## src/rtl/df_wr_o_if.sv

```systemverilog
// ---------------------------------------------------------------------------
// df_wr_o_if
//   Operand stream between the hidden-layer result producer and the
//   output-neuron operand loader (df_wr_o). This is a plain valid/ready
//   stream: a word moves on every cycle where din_valid and din_ready are
//   both high.
//
//   Signals
//     din_valid  producer -> loader   operand word is valid
//     din        producer -> loader   operand word (DATA_W bits)
//     din_ready  loader   -> producer loader can take the word this cycle
//
//   Modports
//     master  the producer side (drives din_valid/din)
//     slave   the loader side   (drives din_ready)
// ---------------------------------------------------------------------------
interface df_wr_o_if #(
  parameter int DATA_W = 16
);

  logic              din_valid;
  logic [DATA_W-1:0] din;
  logic              din_ready;

  modport master (
    output din_valid,
    output din,
    input  din_ready
  );

  modport slave (
    input  din_valid,
    input  din,
    output din_ready
  );

endinterface : df_wr_o_if

```

## src/rtl/df_wr_o.sv

```systemverilog
// ---------------------------------------------------------------------------
// df_wr_o
//   Write-side loader for the output-neuron operand RAM.
//
//   A frame is DEPTH operands. The loader takes them one at a time from the
//   din_if stream and writes them to RAM addresses 0..DEPTH-1 (the write
//   strobe, address and data are registered, so each write appears one
//   cycle after its accept). Once the frame is complete it waits for rd_en,
//   then raises in_rdy for exactly DEPTH cycles so the output-neuron address
//   counter sweeps the frame once. After the sweep it counts the frame and
//   re-arms for the next one.
//
//   Parameters
//     DATA_W  width of one stored operand
//     ADDR_W  RAM address width
//     DEPTH   operands per frame, 2 <= DEPTH <= 2**ADDR_W - 1
//
//   Ports
//     clk        clock, rising edge
//     reset      asynchronous reset, active low
//     flush      synchronous abort of the current frame
//     din_if     operand stream (slave side: din_valid, din in; din_ready out)
//     rd_en      output neuron may start consuming a full frame
//     wr_en      RAM write strobe (registered)
//     wr_addr    RAM write address (registered)
//     wr_data    RAM write data (registered)
//     in_rdy     read-sweep enable to the output-neuron address counter
//     frame_cnt  completed frames, wraps 255 -> 0
// ---------------------------------------------------------------------------
module df_wr_o #(
  parameter int DATA_W = 16,
  parameter int ADDR_W = 4,
  parameter int DEPTH  = 8
) (
  input  logic              clk,
  input  logic              reset,
  input  logic              flush,
  df_wr_o_if.slave          din_if,
  input  logic              rd_en,
  output logic              wr_en,
  output logic [ADDR_W-1:0] wr_addr,
  output logic [DATA_W-1:0] wr_data,
  output logic              in_rdy,
  output logic [7:0]        frame_cnt
);

  // FILL: collecting operands, FULL: frame stored and waiting for rd_en,
  // READ: in_rdy sweep in progress.
  typedef enum logic [1:0] {
    FILL = 2'd0,
    FULL = 2'd1,
    READ = 2'd2
  } state_t;

  localparam logic [ADDR_W-1:0] LAST_IDX = ADDR_W'(DEPTH - 1);

  state_t            state;
  state_t            state_nxt;
  logic [ADDR_W-1:0] wr_ptr;
  logic [ADDR_W-1:0] wr_ptr_nxt;
  logic [ADDR_W-1:0] rd_cnt;
  logic [ADDR_W-1:0] rd_cnt_nxt;
  logic              in_rdy_nxt;
  logic [7:0]        frame_cnt_nxt;
  logic              din_ready_int;
  logic              accept;

  // The loader only takes data while filling, and never in a flush cycle,
  // so a flushed word stays with the producer and no write can ever be
  // issued while in_rdy is high.
  assign din_ready_int    = (state == FILL) && !flush;
  assign din_if.din_ready = din_ready_int;
  assign accept           = din_if.din_valid && din_ready_int;

  // Next-state and next-value logic. flush overrides every state.
  always_comb begin
    state_nxt     = state;
    wr_ptr_nxt    = wr_ptr;
    rd_cnt_nxt    = rd_cnt;
    in_rdy_nxt    = in_rdy;
    frame_cnt_nxt = frame_cnt;

    if (flush) begin
      state_nxt  = FILL;
      wr_ptr_nxt = '0;
      rd_cnt_nxt = '0;
      in_rdy_nxt = 1'b0;
    end else begin
      case (state)
        FILL: begin
          if (accept) begin
            if (wr_ptr == LAST_IDX) begin
              state_nxt  = FULL;
              wr_ptr_nxt = '0;
            end else begin
              wr_ptr_nxt = wr_ptr + 1'b1;
            end
          end
        end

        FULL: begin
          // rd_en is only looked at once the state register says FULL, so
          // it can never start a sweep before the last write has landed.
          if (rd_en) begin
            state_nxt  = READ;
            in_rdy_nxt = 1'b1;
            rd_cnt_nxt = '0;
          end
        end

        READ: begin
          // in_rdy stays high while rd_cnt walks 0..DEPTH-1, i.e. exactly
          // DEPTH cycles; dropping it on the last step parks the consumer.
          if (rd_cnt == LAST_IDX) begin
            state_nxt     = FILL;
            in_rdy_nxt    = 1'b0;
            rd_cnt_nxt    = '0;
            frame_cnt_nxt = frame_cnt + 8'd1;
          end else begin
            rd_cnt_nxt = rd_cnt + 1'b1;
          end
        end

        default: begin
          state_nxt  = FILL;
          wr_ptr_nxt = '0;
          rd_cnt_nxt = '0;
          in_rdy_nxt = 1'b0;
        end
      endcase
    end
  end

  // State and output registers. The RAM write port is driven straight from
  // the accept of the previous cycle; address and data simply hold their
  // last value while wr_en is low.
  always_ff @(posedge clk or negedge reset) begin
    if (!reset) begin
      state     <= FILL;
      wr_ptr    <= '0;
      rd_cnt    <= '0;
      in_rdy    <= 1'b0;
      frame_cnt <= 8'd0;
      wr_en     <= 1'b0;
      wr_addr   <= '0;
      wr_data   <= '0;
    end else begin
      state     <= state_nxt;
      wr_ptr    <= wr_ptr_nxt;
      rd_cnt    <= rd_cnt_nxt;
      in_rdy    <= in_rdy_nxt;
      frame_cnt <= frame_cnt_nxt;
      wr_en     <= accept;
      if (accept) begin
        wr_addr <= wr_ptr;
        wr_data <= din_if.din;
      end
    end
  end

endmodule : df_wr_o

```

## src/flat_wrapper.sv

```systemverilog
// flat-port wrapper written by rule: the top's interface ports become plain ports
module df_wr_o_flat 
#(
  parameter int DATA_W = 16,
  parameter int ADDR_W = 4,
  parameter int DEPTH  = 8
)
  (clk, reset, flush, rd_en, wr_en, wr_addr, wr_data, in_rdy, frame_cnt, din_if_din_valid, din_if_din, din_if_din_ready);
  df_wr_o_if #(.DATA_W(DATA_W)) din_if_i ();
  input  logic clk;
  input  logic reset;
  input  logic flush;
  input  logic rd_en;
  output logic wr_en;
  output logic [ADDR_W-1:0] wr_addr;
  output logic [DATA_W-1:0] wr_data;
  output logic in_rdy;
  output logic [7:0] frame_cnt;
  input wire logic [$bits(din_if_i.din_valid)-1:0] din_if_din_valid;
  input wire logic [$bits(din_if_i.din)-1:0] din_if_din;
  output wire logic [$bits(din_if_i.din_ready)-1:0] din_if_din_ready;
  assign din_if_i.din_valid = din_if_din_valid;
  assign din_if_i.din = din_if_din;
  assign din_if_din_ready = din_if_i.din_ready;
  df_wr_o #(.DATA_W(DATA_W), .ADDR_W(ADDR_W), .DEPTH(DEPTH)) u_core (.clk(clk), .reset(reset), .flush(flush), .din_if(din_if_i), .rd_en(rd_en), .wr_en(wr_en), .wr_addr(wr_addr), .wr_data(wr_data), .in_rdy(in_rdy), .frame_cnt(frame_cnt));
endmodule
```

## config.mk

```make
export PLATFORM = sky130hd
export DESIGN_NAME = df_wr_o_flat
export DESIGN_NICKNAME = d
export VERILOG_FILES = /design/src/rtl/df_wr_o_if.sv /design/src/rtl/df_wr_o.sv /design/src/flat_wrapper.sv
export SDC_FILE = /design/constraint.sdc
export NUM_CORES = 1
export LEC_CHECK = 0
export CAP_MARGIN = 20
export CORE_MARGIN = 2
export CORE_UTILIZATION = 43
export CTS_CLUSTER_DIAMETER = 100
export CTS_CLUSTER_SIZE = 40
export DETAILED_ROUTE_END_ITERATION = 8
export HOLD_SLACK_MARGIN = 0.02
export PLACE_DENSITY = 0.79
export SYNTH_ARGS = -nofsm -noshare
export SYNTH_HDL_FRONTEND = slang
export SYNTH_SLANG_ARGS = --single-unit
```

## constraint.sdc

```tcl
create_clock -name clk -period 1.55 [get_ports clk]
set_clock_uncertainty 0.15 [all_clocks]
set_input_delay 0.31 -clock clk [delete_from_list [all_inputs] [get_ports clk]]
set_output_delay 0.31 -clock clk [all_outputs]
set_load 0.03 [all_outputs]
```

==> qor.yml <==
timing:
  hold_viol: 0
  finalSetupViolCount: 39
  fin_setup_tns_ns: -7.38
  layout_setup_ws_ns: -0.275
  fmax_ghz: 0.548
  slew_violations: 0
  maxSlewHeadroom_pct: 65.7
  rsz0062_at_grt: "yes"
  post-route-period-util_pct: 118
  max_slew.worst_pin.slew_ns: 0.514
  min_period_ns: 1.82
  whs_ns: 0.349
yosys:
  synth.distinct_cells: 40
  ys_seq_area_share_pct: 53.7
  syn_area_sq_um: 1860
  synth_top_family_by_area: "simple AND/OR/NAND/NOR gates"
  synthXorXnorAreaFrac_pct: 3.76
  synth_nets: 172
  muxShareOfSynthArea_pct: 13.4
  synthCells: 144
  avgSynthCellArea_sq_um: 12.9
  ys_ff_latch: 40
  yosys.area_share.simple_pct: 15.2
  synth-adder-area-share_pct: 4.70
  yosys_warnings: 0
  synth-compound-area-share_pct: 6.58
grt:
  grt_usage_pct: 21.6
  grt_overflow: 0
  grt_pass1_wl_um: 8070
  grt_max_degree: 41
  grt_pass1_vias: 1595
  antenna_found_initial: 0
placement:
  routabilityCongestion: 0.863
  dp_slack_ns: -0.351
  dp.cells: 264
  port_buffers: 51
  dp_hpwl_um: 3100
routing:
  drtIter0Drc: 120
  wl_per_cell_um: 19.0
  ant_nets: 0
  drt-total-wl_um: 5500
  dr_total_vias: 1525
  dr.pass1.iters: 4
  drc: 0
  viasPerCell: 5.28
cts:
  clk_latency_ns: 0.30
  clk_pin_slew_ns: 0.08
  root_buffer: "clkbuf_8"
  clockBufferDepth: 2
  tritoncts: "built"
  h-tree-depth: 2
  clock-sinks: 40
  numCtsBuffers: 5
setup_path:
  crit_top_cell: "buf_6"
  cpLargestDelayFamily: "flip-flops"
  cpPeakStageDelay_ns: 0.41
  end_kind: "primary output"
  crit_chain: "inv_2 -> ha_4 -> inv_4 -> nor2_4 -> buf_6 -> buf_6"
  crit_type: "flop to primary output"
  slowest_stage: "dfrtp_1"
  worst-path-buf-inv: 4
  cp_data_arrival_time_ns: 1.36
  crit_path_start_kind: "flop"
  critPathRequiredTime_ns: 1.09
  path_max_fanout: 2
cells_and_area:
  ff_latch_area_sq_um: 1000
  fillerInstances: 261
  diodes: 0
  num-nets-final: 267
  area_growth_pct: 63.5
  drive_gt1_share_pct: 46.0
  multi_input_area_sq_um: 1020
  fin_cells: 289
run_status:
  status: "complete, but fails checks"
  violations: "negative setup slack"
floorplan:
  pin_count: 52
  die_h_um: 69.8
  fp.dieW_um: 69.8
  initial_core_util_pct: 45.6
  dieArea_sq_um: 4870
  rows: 23
  core_sq_um: 4090
hold_path:
  min_path_type: "flop to flop"
job:
  cap_viol_max_count: 0
pwr:
  irDropWorstVdd_mv: 1.10
  leakage_nw: 1.49
  p_per_area_nw_per_um2: 1630
-- power breakdown --
group	leakage (nW)	internal [W]	switching (W)	total, W
clock network	0.0410	0.000306	0.000351	0.000656
logic	0.931	0.00137	0.00145	0.00282
registers	0.520	0.00133	0.000167	0.00150
-- state kept, by name, indices dropped and copies added (netlist names) --
name              cells
u_core.rd_cnt         4
u_core.state          2
u_core.wr_data       16
u_core.wr_addr        4
u_core.frame_cnt      8
u_core.wr_en          1
u_core.wr_ptr         4
u_core.in_rdy         1
-- placed cells by master, fill, tap and decap left out, types with 2 or more instances in the layout --
cell type / Yosys / routed
mux2_4: 1 / 5
clkbuf_8: 0 / 5
o21ai_0: 8 / 4
nand4_1: 2 / 2
o21ai_2: 0 / 3
clkbuf_2: 0 / 3
o21ai_1: 1 / 2
ha_2: 0 / 2
nand2b_1: 6 / 4
nand2_1: 6 / 4
buf_16: 0 / 2
ha_1: 7 / 2
xnor2_1: 5 / 4
nor3_4: 1 / 3
nand3_1: 5 / 4
ha_4: 0 / 3
clkdlybuf4s50_1: 0 / 18
nand2_2: 1 / 2
clkdlybuf4s15_1: 0 / 9
buf_6: 3 / 11
nor2_1: 3 / 3
nor2_4: 2 / 2
buf_4: 0 / 27
mux2_2: 20 / 16
inv_2: 1 / 2
dlygate4sd2_1: 0 / 16
nand2b_4: 1 / 3
dfrtp_1: 40 / 40
a21oi_1: 4 / 3
buf_8: 0 / 2
xor2_1: 3 / 3
a21oi_4: 0 / 2
-- final timing paths --
kind                                startpoint             endpoint  slack (ns)  cells after the start
setup / recovery               u_core.state[0]     din_if_din_ready       -0.27                      6
hold / removal             u_core.frame_cnt[7]  u_core.frame_cnt[7]        0.35                      1
setup reg to reg               u_core.state[0]      u_core.state[1]       -0.27                      8
hold reg to reg            u_core.frame_cnt[7]  u_core.frame_cnt[7]        0.35                      1
max in group asynchronous                reset    u_core.wr_data[5]        0.44                      3
min in group asynchronous                reset  u_core.frame_cnt[4]        0.44                      3
-- cell type report --
type	instances	area share, %
Timing Repair Buffer	91	28.6
Multi-Input combinational cell	97	33.3
Clock buffer	6	2.38
Sequential cell	40	32.9
Inverter	4	0.575
Clock inverter	1	0.164
Tap cell	50	2.05
-- cells in the mapped netlist --
cell,count,area share [%]
a21oi_1,4,1.1
a21oi_2,1,0.47
a221oi_1,1,0.47
a22o_1,1,0.47
and2_4,1,0.47
and3_1,2,0.67
and3b_1,1,0.47
buf_6,3,1.8
dfrtp_1,40,54
ha_1,7,4.7
inv_1,3,0.60
inv_2,1,0.20
mux2_2,20,12
mux2_4,1,0.81
mux2i_1,1,0.54
nand2_1,6,1.2
nand2_2,1,0.34
nand2b_1,6,2.0
nand2b_4,1,0.74
nand3_1,5,1.3
nand3b_1,1,0.40
nand3b_4,1,1.1
nand4_1,2,0.67
nor2_1,3,0.60
nor2_4,2,1.2
nor2b_1,2,0.67
nor3_1,1,0.27
nor3_2,1,0.54
nor3_4,1,0.87
nor3b_1,1,0.40
nor4b_1,1,0.47
o21a_1,1,0.40
o21ai_0,8,2.1
o21ai_1,1,0.27
o31ai_1,1,0.40
o41ai_2,1,0.87
or2_1,1,0.34
or2b_1,1,0.40
xnor2_1,5,2.4
xor2_1,3,1.4
-- worst reg2reg max path, cell delays in order (launching register included) --
cell and delay (ns):
dfrtp_1 0.39, inv_2 0.07, buf_4 0.14, buf_6 0.11, ha_4 0.15, nor2b_4 0.12, and2_4 0.18, nor3_4 0.22
mux2i_1 0.22
-- stage by stage --
step	cell area [sq um]	util (%)	total power (W)
finish	3050	74.6	0.00498
global route	3050	74.6	0.00520
CTS	2960	72.4	0.00472
detailed placement	2600	63.6	0.00370
global placement	2600	63.6	0.00360
floorplan	1880	-	0.00274
-- kinds of logic (layout without fill, tap and decap cells) --
logic type	count (synthesis)	in the layout
AO/OA/AOI/OAI	19	19
XOR/XNOR	8	8
adder cells (fa/ha/maj)	7	7
buffers and inverters	7	102
flip-flops	40	40
multiplexers	22	22
AND/OR/NAND/NOR	41	41
-- per-layer routing --
metal | wire (um) | global-route usage, % | share of wire [%] | vias up
li1 | - | - | - | 694
met1 | 2060 | 24.1 | 38 | 769
met2 | 3020 | 38.1 | 55 | 51
met3 | 240 | 5.52 | 4.4 | 11
met4 | 167 | 10.7 | 3.0 | 0
met5 | 0 | 0 | 0 | -
-- timing repair --
action,4_1_cts,5_1_grt
endpoints found under the hold margin,40,0
gates resized for setup,62,38
pin swaps,10,12
hold buffers,1,0
endpoints found under the setup margin,62,51
cloned,3,0
setup buffers,10,7
(Power assumes the default switching activity.)
